--- src/rtl/rom_uart_loader_if.sv ---
// ROM write port and boot status bundle driven by rom_uart_loader.
// The loader owns the master side; the ROM and SoC glue consume the slave side.
interface rom_uart_loader_if #(
  parameter int ADDR_W = 12
);
  logic              rom_we;
  logic [ADDR_W-1:0] rom_waddr;
  logic [31:0]       rom_wdata;
  logic              cpu_rst_n;
  logic              busy;
  logic              done;
  logic              err;

  modport master (
    output rom_we, rom_waddr, rom_wdata, cpu_rst_n, busy, done, err
  );

  modport slave (
    input rom_we, rom_waddr, rom_wdata, cpu_rst_n, busy, done, err
  );
endinterface

--- src/rtl/rom_uart_loader.sv ---
// UART (8N1) boot loader: receives a framed, XOR-checked image and writes it word by
// word into the instruction ROM, releasing the CPU from reset only after a good image.
module rom_uart_loader #(
  parameter int          CLKS_PER_BIT = 434,
  parameter int          ADDR_W       = 12,
  parameter logic [7:0]  SYNC_BYTE    = 8'hA5
) (
  input  logic              clk,
  input  logic              rst,
  input  logic              uart_rx,
  rom_uart_loader_if.master bus
);

  localparam int              CNT_W     = $clog2(CLKS_PER_BIT);
  localparam logic [CNT_W-1:0] FULL_LAST = CNT_W'(CLKS_PER_BIT - 1);
  localparam logic [CNT_W-1:0] HALF_LAST = CNT_W'(CLKS_PER_BIT / 2 - 1);
  localparam logic [16:0]      MAX_WORDS = 17'(2 ** ADDR_W);

  typedef enum logic [1:0] {
    RX_IDLE,
    RX_START,
    RX_DATA,
    RX_STOP
  } rx_state_t;

  typedef enum logic [2:0] {
    ST_IDLE,
    ST_CNT_L,
    ST_CNT_H,
    ST_DATA,
    ST_CSUM,
    ST_DONE,
    ST_ERROR
  } state_t;

  // ---------------------------------------------------------------------------
  // Receiver
  // ---------------------------------------------------------------------------
  logic             rx_meta_q, rx_s_q, rx_prev_q;
  rx_state_t        rx_state_q, rx_state_d;
  logic [CNT_W-1:0] baud_cnt_q, baud_cnt_d;
  logic [2:0]       bit_idx_q, bit_idx_d;
  logic [7:0]       rx_shift_q, rx_shift_d;
  logic             byte_valid_q, byte_valid_d;
  logic             frame_err_q, frame_err_d;

  // Synchronizer flops reset to the idle-high line level so reset never fakes a start edge.
  always_ff @(posedge clk or posedge rst) begin
    if (rst) begin
      rx_meta_q <= 1'b1;
      rx_s_q    <= 1'b1;
      rx_prev_q <= 1'b1;
    end else begin
      rx_meta_q <= uart_rx;
      rx_s_q    <= rx_meta_q;
      rx_prev_q <= rx_s_q;
    end
  end

  always_comb begin
    // NOTE: every signal gets a default before the case so no path infers a latch.
    rx_state_d   = rx_state_q;
    baud_cnt_d   = baud_cnt_q + CNT_W'(1);
    bit_idx_d    = bit_idx_q;
    rx_shift_d   = rx_shift_q;
    byte_valid_d = 1'b0;
    frame_err_d  = 1'b0;

    unique case (rx_state_q)
      RX_IDLE: begin
        baud_cnt_d = '0;
        if (rx_prev_q && !rx_s_q) rx_state_d = RX_START;
      end
      RX_START: begin
        if (baud_cnt_q == HALF_LAST) begin
          baud_cnt_d = '0;
          bit_idx_d  = '0;
          rx_state_d = rx_s_q ? RX_IDLE : RX_DATA;
        end
      end
      RX_DATA: begin
        if (baud_cnt_q == FULL_LAST) begin
          baud_cnt_d = '0;
          rx_shift_d = {rx_s_q, rx_shift_q[7:1]};
          if (bit_idx_q == 3'd7) rx_state_d = RX_STOP;
          else                   bit_idx_d  = bit_idx_q + 3'd1;
        end
      end
      RX_STOP: begin
        if (baud_cnt_q == FULL_LAST) begin
          baud_cnt_d   = '0;
          rx_state_d   = RX_IDLE;
          byte_valid_d = rx_s_q;
          frame_err_d  = !rx_s_q;
        end
      end
      default: rx_state_d = RX_IDLE;
    endcase
  end

  // NOTE: sequential state uses non-blocking assignments only; combinational blocks use blocking.
  always_ff @(posedge clk or posedge rst) begin
    if (rst) begin
      rx_state_q   <= RX_IDLE;
      baud_cnt_q   <= '0;
      bit_idx_q    <= '0;
      rx_shift_q   <= '0;
      byte_valid_q <= 1'b0;
      frame_err_q  <= 1'b0;
    end else begin
      rx_state_q   <= rx_state_d;
      baud_cnt_q   <= baud_cnt_d;
      bit_idx_q    <= bit_idx_d;
      rx_shift_q   <= rx_shift_d;
      byte_valid_q <= byte_valid_d;
      frame_err_q  <= frame_err_d;
    end
  end

  // ---------------------------------------------------------------------------
  // Frame parser and ROM writer
  // ---------------------------------------------------------------------------
  state_t            state_q, state_d;
  logic [7:0]        cnt_lo_q, cnt_lo_d;
  logic [15:0]       words_rem_q, words_rem_d;
  logic [1:0]        byte_idx_q, byte_idx_d;
  logic [7:0]        csum_q, csum_d;
  logic              rom_we_q, rom_we_d;
  logic [ADDR_W-1:0] rom_waddr_q, rom_waddr_d;
  logic [31:0]       rom_wdata_q, rom_wdata_d;
  logic [15:0]       n_words;
  logic              in_frame;

  assign in_frame = (state_q == ST_CNT_L) || (state_q == ST_CNT_H) ||
                    (state_q == ST_DATA)  || (state_q == ST_CSUM);

  always_comb begin
    state_d     = state_q;
    cnt_lo_d    = cnt_lo_q;
    words_rem_d = words_rem_q;
    byte_idx_d  = byte_idx_q;
    csum_d      = csum_q;
    rom_we_d    = 1'b0;
    rom_waddr_d = rom_waddr_q;
    rom_wdata_d = rom_wdata_q;
    n_words     = {rx_shift_q, cnt_lo_q};

    // The last word's pulse happens after leaving DATA, so the address never steps past it.
    if (rom_we_q && state_q == ST_DATA) rom_waddr_d = rom_waddr_q + ADDR_W'(1);

    unique case (state_q)
      ST_IDLE: begin
        if (byte_valid_q && rx_shift_q == SYNC_BYTE) begin
          state_d = ST_CNT_L;
          csum_d  = '0;
        end
      end
      ST_CNT_L: begin
        if (byte_valid_q) begin
          cnt_lo_d = rx_shift_q;
          csum_d   = csum_q ^ rx_shift_q;
          state_d  = ST_CNT_H;
        end
      end
      ST_CNT_H: begin
        if (byte_valid_q) begin
          csum_d      = csum_q ^ rx_shift_q;
          words_rem_d = n_words;
          byte_idx_d  = '0;
          if ({1'b0, n_words} > MAX_WORDS) state_d = ST_ERROR;
          else if (n_words == 16'd0)       state_d = ST_CSUM;
          else                             state_d = ST_DATA;
        end
      end
      ST_DATA: begin
        if (byte_valid_q) begin
          rom_wdata_d[{byte_idx_q, 3'b000} +: 8] = rx_shift_q;
          csum_d     = csum_q ^ rx_shift_q;
          byte_idx_d = byte_idx_q + 2'd1;
          if (byte_idx_q == 2'd3) begin
            rom_we_d    = 1'b1;
            words_rem_d = words_rem_q - 16'd1;
            if (words_rem_q == 16'd1) state_d = ST_CSUM;
          end
        end
      end
      ST_CSUM: begin
        if (byte_valid_q) state_d = (rx_shift_q == csum_q) ? ST_DONE : ST_ERROR;
      end
      ST_DONE, ST_ERROR: state_d = state_q;
      default: state_d = ST_IDLE;
    endcase

    // A bad stop bit only matters once a frame has started.
    if (frame_err_q && in_frame) state_d = ST_ERROR;
  end

  always_ff @(posedge clk or posedge rst) begin
    if (rst) begin
      state_q     <= ST_IDLE;
      cnt_lo_q    <= '0;
      words_rem_q <= '0;
      byte_idx_q  <= '0;
      csum_q      <= '0;
      rom_we_q    <= 1'b0;
      rom_waddr_q <= '0;
      rom_wdata_q <= '0;
    end else begin
      state_q     <= state_d;
      cnt_lo_q    <= cnt_lo_d;
      words_rem_q <= words_rem_d;
      byte_idx_q  <= byte_idx_d;
      csum_q      <= csum_d;
      rom_we_q    <= rom_we_d;
      rom_waddr_q <= rom_waddr_d;
      rom_wdata_q <= rom_wdata_d;
    end
  end

  assign bus.rom_we    = rom_we_q;
  assign bus.rom_waddr = rom_waddr_q;
  assign bus.rom_wdata = rom_wdata_q;
  assign bus.busy      = in_frame;
  assign bus.done      = (state_q == ST_DONE);
  assign bus.err       = (state_q == ST_ERROR);
  assign bus.cpu_rst_n = (state_q == ST_DONE);

endmodule

--- src/flat_wrapper.sv ---
// flat-port wrapper written by rule: the top's interface ports become plain ports
module rom_uart_loader_flat 
#(
  parameter int          CLKS_PER_BIT = 434,
  parameter int          ADDR_W       = 12,
  parameter logic [7:0]  SYNC_BYTE    = 8'hA5
)
  (clk, rst, uart_rx, bus_rom_we, bus_rom_waddr, bus_rom_wdata, bus_cpu_rst_n, bus_busy, bus_done, bus_err);
  rom_uart_loader_if #(.ADDR_W(ADDR_W)) bus_i ();
  input  logic clk;
  input  logic rst;
  input  logic uart_rx;
  output wire logic [$bits(bus_i.rom_we)-1:0] bus_rom_we;
  output wire logic [$bits(bus_i.rom_waddr)-1:0] bus_rom_waddr;
  output wire logic [$bits(bus_i.rom_wdata)-1:0] bus_rom_wdata;
  output wire logic [$bits(bus_i.cpu_rst_n)-1:0] bus_cpu_rst_n;
  output wire logic [$bits(bus_i.busy)-1:0] bus_busy;
  output wire logic [$bits(bus_i.done)-1:0] bus_done;
  output wire logic [$bits(bus_i.err)-1:0] bus_err;
  assign bus_rom_we = bus_i.rom_we;
  assign bus_rom_waddr = bus_i.rom_waddr;
  assign bus_rom_wdata = bus_i.rom_wdata;
  assign bus_cpu_rst_n = bus_i.cpu_rst_n;
  assign bus_busy = bus_i.busy;
  assign bus_done = bus_i.done;
  assign bus_err = bus_i.err;
  rom_uart_loader #(.CLKS_PER_BIT(CLKS_PER_BIT), .ADDR_W(ADDR_W), .SYNC_BYTE(SYNC_BYTE)) u_core (.clk(clk), .rst(rst), .uart_rx(uart_rx), .bus(bus_i));
endmodule
--- config.mk ---
export PLATFORM = sky130hd
export DESIGN_NAME = rom_uart_loader_flat
export DESIGN_NICKNAME = d
export VERILOG_FILES = /design/src/rtl/rom_uart_loader_if.sv /design/src/rtl/rom_uart_loader.sv /design/src/flat_wrapper.sv
export SDC_FILE = /design/constraint.sdc
export NUM_CORES = 1
export LEC_CHECK = 0
export BUFFER_PORTS_ARGS = -buffer_cell sky130_fd_sc_hd__buf_4
export CAP_MARGIN = 20
export CORE_MARGIN = 8
export CORE_UTILIZATION = 59
export CTS_CLUSTER_DIAMETER = 120
export DETAILED_ROUTE_END_ITERATION = 16
export GPL_TIMING_DRIVEN = 0
export HOLD_SLACK_MARGIN = 0.12
export PLACE_DENSITY = 0.91
export SLEW_MARGIN = 10
export SYNTH_ARGS = -nofsm -noshare
export SYNTH_HDL_FRONTEND = slang
export SYNTH_SLANG_ARGS = --single-unit
--- constraint.sdc ---
create_clock -name clk -period 4 [get_ports clk]
set_clock_uncertainty 0.05 [all_clocks]
set_input_delay 0.6 -clock clk [delete_from_list [all_inputs] [get_ports clk]]
set_output_delay 0.6 -clock clk [all_outputs]
set_load 0.01 [all_outputs]
==> impl_results.md <==
- Status: finished clean
- Seq/Total Area, Yosys: 49.3%
- Fillers: 677
- Fin Hold WS: 0.227 ns
- IO Pins: 52
- Worst hold path class: input pin to async pin
- Router iterations before antenna repair: 5
- Final Slew Violations: 0
- Routed Antenna Nets: 0
- Tot GR Track Use: 21.3%
- Avg WL per Cell: 17.7 um
- Placed cell areas: 6090 um^2
- Mux contribution to synthesized area: 4.38%
- Largest family of logic cells by synthesized area: simple AND/OR/NAND/NOR gates
- Num rows: 35
- Initial antenna violation count: 0
- Worst-Skew Late Latency: 0.37 ns
- Synth Register Bits: 109
- RSZ-0062 raised after global routing: no
- CP Class: flip-flop to output port
- Int Pwr: 1.55 mW
- Layout area overhead: 14.3%
- Post-synthesis cell area: 5540 um^2
- Combinational power share: 7.3%
- Commonest cells after routing, fill and taps aside: dfrtp_1, nand2_1, o21ai_0
- TritonCTS clock tree: done
- CTS buffer count: 9
- Layout Cells excl Fill: 754
- Final Cell Area: 6330 um^2
- Clk buf depth: 2
- R2R Setup Slk: 1.73 ns
- Die area: 12800 um^2
- Via Count: 4616
- Congestion Overflow GR: 0
- Post-synthesis adder-cell area fraction: 3.34%
- RR Startpoint: u_core.byte_idx_q[0]
- Rel. slew slack: 34.0%
- Maximum clock rate: 406 MHz
- PwrDens: 328 nW/um^2
- Simple-gate portion of the synthesized area: 20.6%
- Final Hold Viols: 0
- Fin util: 68.9%
- Number of global-route vias before repair: 4561
- Worst Reg-to-Reg Cells: 5
- Global-route wire length before repair: 22000 um
- Die X: 113 um
- CP Max Fanout: 10
- Startpoint class of the critical path: flip-flop
- Sw Ratio: 25.4%
- Setup bufs post-CTS: 0
- Count of mapped cells out of synthesis: 575
- CTS Hold Bufs: 0
- Largest net degree at the start of global routing: 66
- H-tree depth: 3
- Clk pwr share: 36.8%
- Synth Area per Inst: 9.64 um^2
- Core box area: 9200 um^2
- Clock transition at path regs: 0.11 ns
- Asr flop ratio synth: 100%
- WP data required: 3.35 ns
- DRC viols: 0
- Sinks on Clock Net: 109
- Die Y: 113 um
- Nets: 655
- HPWL Detailed: 9550 um
- Compound-Gate Fraction of Synth Area: 14.4%
- Leakage power: 2.99 nW
- CP arrival: 1.81 ns
- XOR/XNOR Fraction of Synth Area: 4.27%
- Ratio of cells with drive above 1 in the final layout: 19.8%
- Inserted Diodes: 0
- Vias per cell: 6.12
- Post-route setup TNS: 0 ns
- Dpl cells: 738
- Post_cts resized: 0
- RR Endpoint: u_core.bus.rom_wdata[10]
- Psw: 0.528 mW
- Final Critical Period: 2.46 ns
- Root buf cell: clkbuf_8
- Drt total wl: 13300 um
- EDFF count, synth: 0
- Syn Nets: 592
- Setup Viol. Count Final: 0
- Peak VDD IR: 0.267 mV
- Post-synth top flop: dfrtp_1
- Max cap viols: 0
- Slew @ Worst Pin: 0.988 ns
- Routability cong.: 0.911
- Port bufs: 51
- Synthesis Warnings: 0
- Tcrit/Tclk final: 61.6%
- Starting DRT DRC Count: 443
- Most common cell after layout, fill and taps aside: dfrtp_1
- Synth unique cells: 64
- Kind of end point of the critical path: output port
- Flop pwr share: 55.9%
- Initial Util: 60.3%
==> power groups by stage <==
stage                     sequential (mW)  combinational [mW]  clock [mW]
after floorplan                      1.17               0.114           0
after global placement               1.18               0.137           0
after detailed placement             1.18               0.150           0
after CTS                            1.16               0.151       0.774
after global routing                 1.17               0.169       0.818
final                                1.16               0.152       0.765
==> critical path, cell delays in order (launching register included) <==
cell,delay (ns)
dfrtp_1,0.39
buf_4,0.19
clkinv_1,0.25
nor2_1,0.34
buf_4,0.17
buf_4,0.11
==> stage by stage <==
| step | setup WS (ns) | power (mW) |
|---|---|---|
| after global placement | -0.553 | 1.32 |
| after CTS | 1.58 | 2.09 |
| after floorplan | 0.481 | 1.29 |
| after detailed placement | 1.78 | 1.33 |
| after global routing | 1.44 | 2.15 |
| final | 1.54 | 2.08 |
==> layout make-up <==
type	instances	area, um^2	area share, %
repair buffers	52	410	6.48
plain buffers	29	150	2.37
multi-input cells	422	2610	41.1
flip-flops and latches	109	2730	43.1
inverters	15	58.8	0.928
clock inverters	7	115	1.82
well taps	111	139	2.19
clock buffers	9	124	1.96
==> worst max path at each step <==
stage | from | endpoint | slack, ns | cells past startpoint
floorplan | rst | async pin | 0.48 | 1
global placement | rst | u_core.baud_cnt_q[4] | -0.55 | 2
detailed placement | u_core.byte_idx_q[0] | u_core.bus.rom_wdata[20] | 1.78 | 5
CTS | u_core.state_q[2] | bus_done | 1.58 | 5
global route | u_core.state_q[2] | bus_done | 1.44 | 5
finish | u_core.state_q[2] | bus_done | 1.54 | 5
==> state kept, by name, indices dropped and copies added (netlist names), 2 cells and up, named ones only <==
| signal | flops |
|---|---|
| u_core.bus.rom_waddr | 12 |
| u_core.bit_idx_q | 3 |
| u_core.baud_cnt_q | 9 |
| u_core.state_q | 3 |
| u_core.bus.rom_wdata | 32 |
| u_core.words_rem_q | 16 |
| u_core.csum_q | 8 |
| u_core.rx_shift_q | 8 |
| u_core.cnt_lo_q | 8 |
| u_core.byte_idx_q | 2 |
==> synthesized netlist by cell type, types with 3 or more instances <==
| cell | count | area (um^2) |
|---|---|---|
| a22oi_1 | 8 | 60.1 |
| o2bb2ai_1 | 3 | 26.3 |
| inv_1 | 14 | 52.6 |
| nor4_1 | 8 | 50.1 |
| buf_2 | 12 | 60.1 |
| mux2_2 | 18 | 203 |
| nand2_1 | 92 | 345 |
| nand4b_1 | 3 | 26.3 |
| a21oi_1 | 21 | 105 |
| xnor2_1 | 8 | 70.1 |
| ha_1 | 14 | 175 |
| xor2_1 | 19 | 166 |
| buf_4 | 5 | 37.5 |
| o21ai_0 | 72 | 360 |
| dfstp_2 | 3 | 78.8 |
| nand3_1 | 16 | 80.1 |
| o22ai_1 | 3 | 18.8 |
| and3_1 | 6 | 37.5 |
| nor2_1 | 43 | 161 |
| clkbuf_1 | 11 | 41.3 |
| nand2b_1 | 14 | 87.6 |
| o21ai_1 | 4 | 20.0 |
| dfrtp_1 | 106 | 2650 |
| nor3b_1 | 4 | 30.0 |
| nand4_1 | 4 | 25.0 |
| nor3_1 | 14 | 70.1 |
==> metal layers <==
metal	up-vias	share of wire (%)	global-route usage (%)
met1	2247	40	27.0
met4	0	2.9	11.2
met3	37	6.8	3.57
met2	214	50	34.4
li1	2118	-	-
met5	-	0	0
==> logic make-up after synthesis <==
group           Yosys count
simple gates            228
compound gates          131
flops                   109
buf+inv                  44
xor+xnor                 27
mux                      21
fa+ha+maj                15
(Power assumes the default switching activity.)
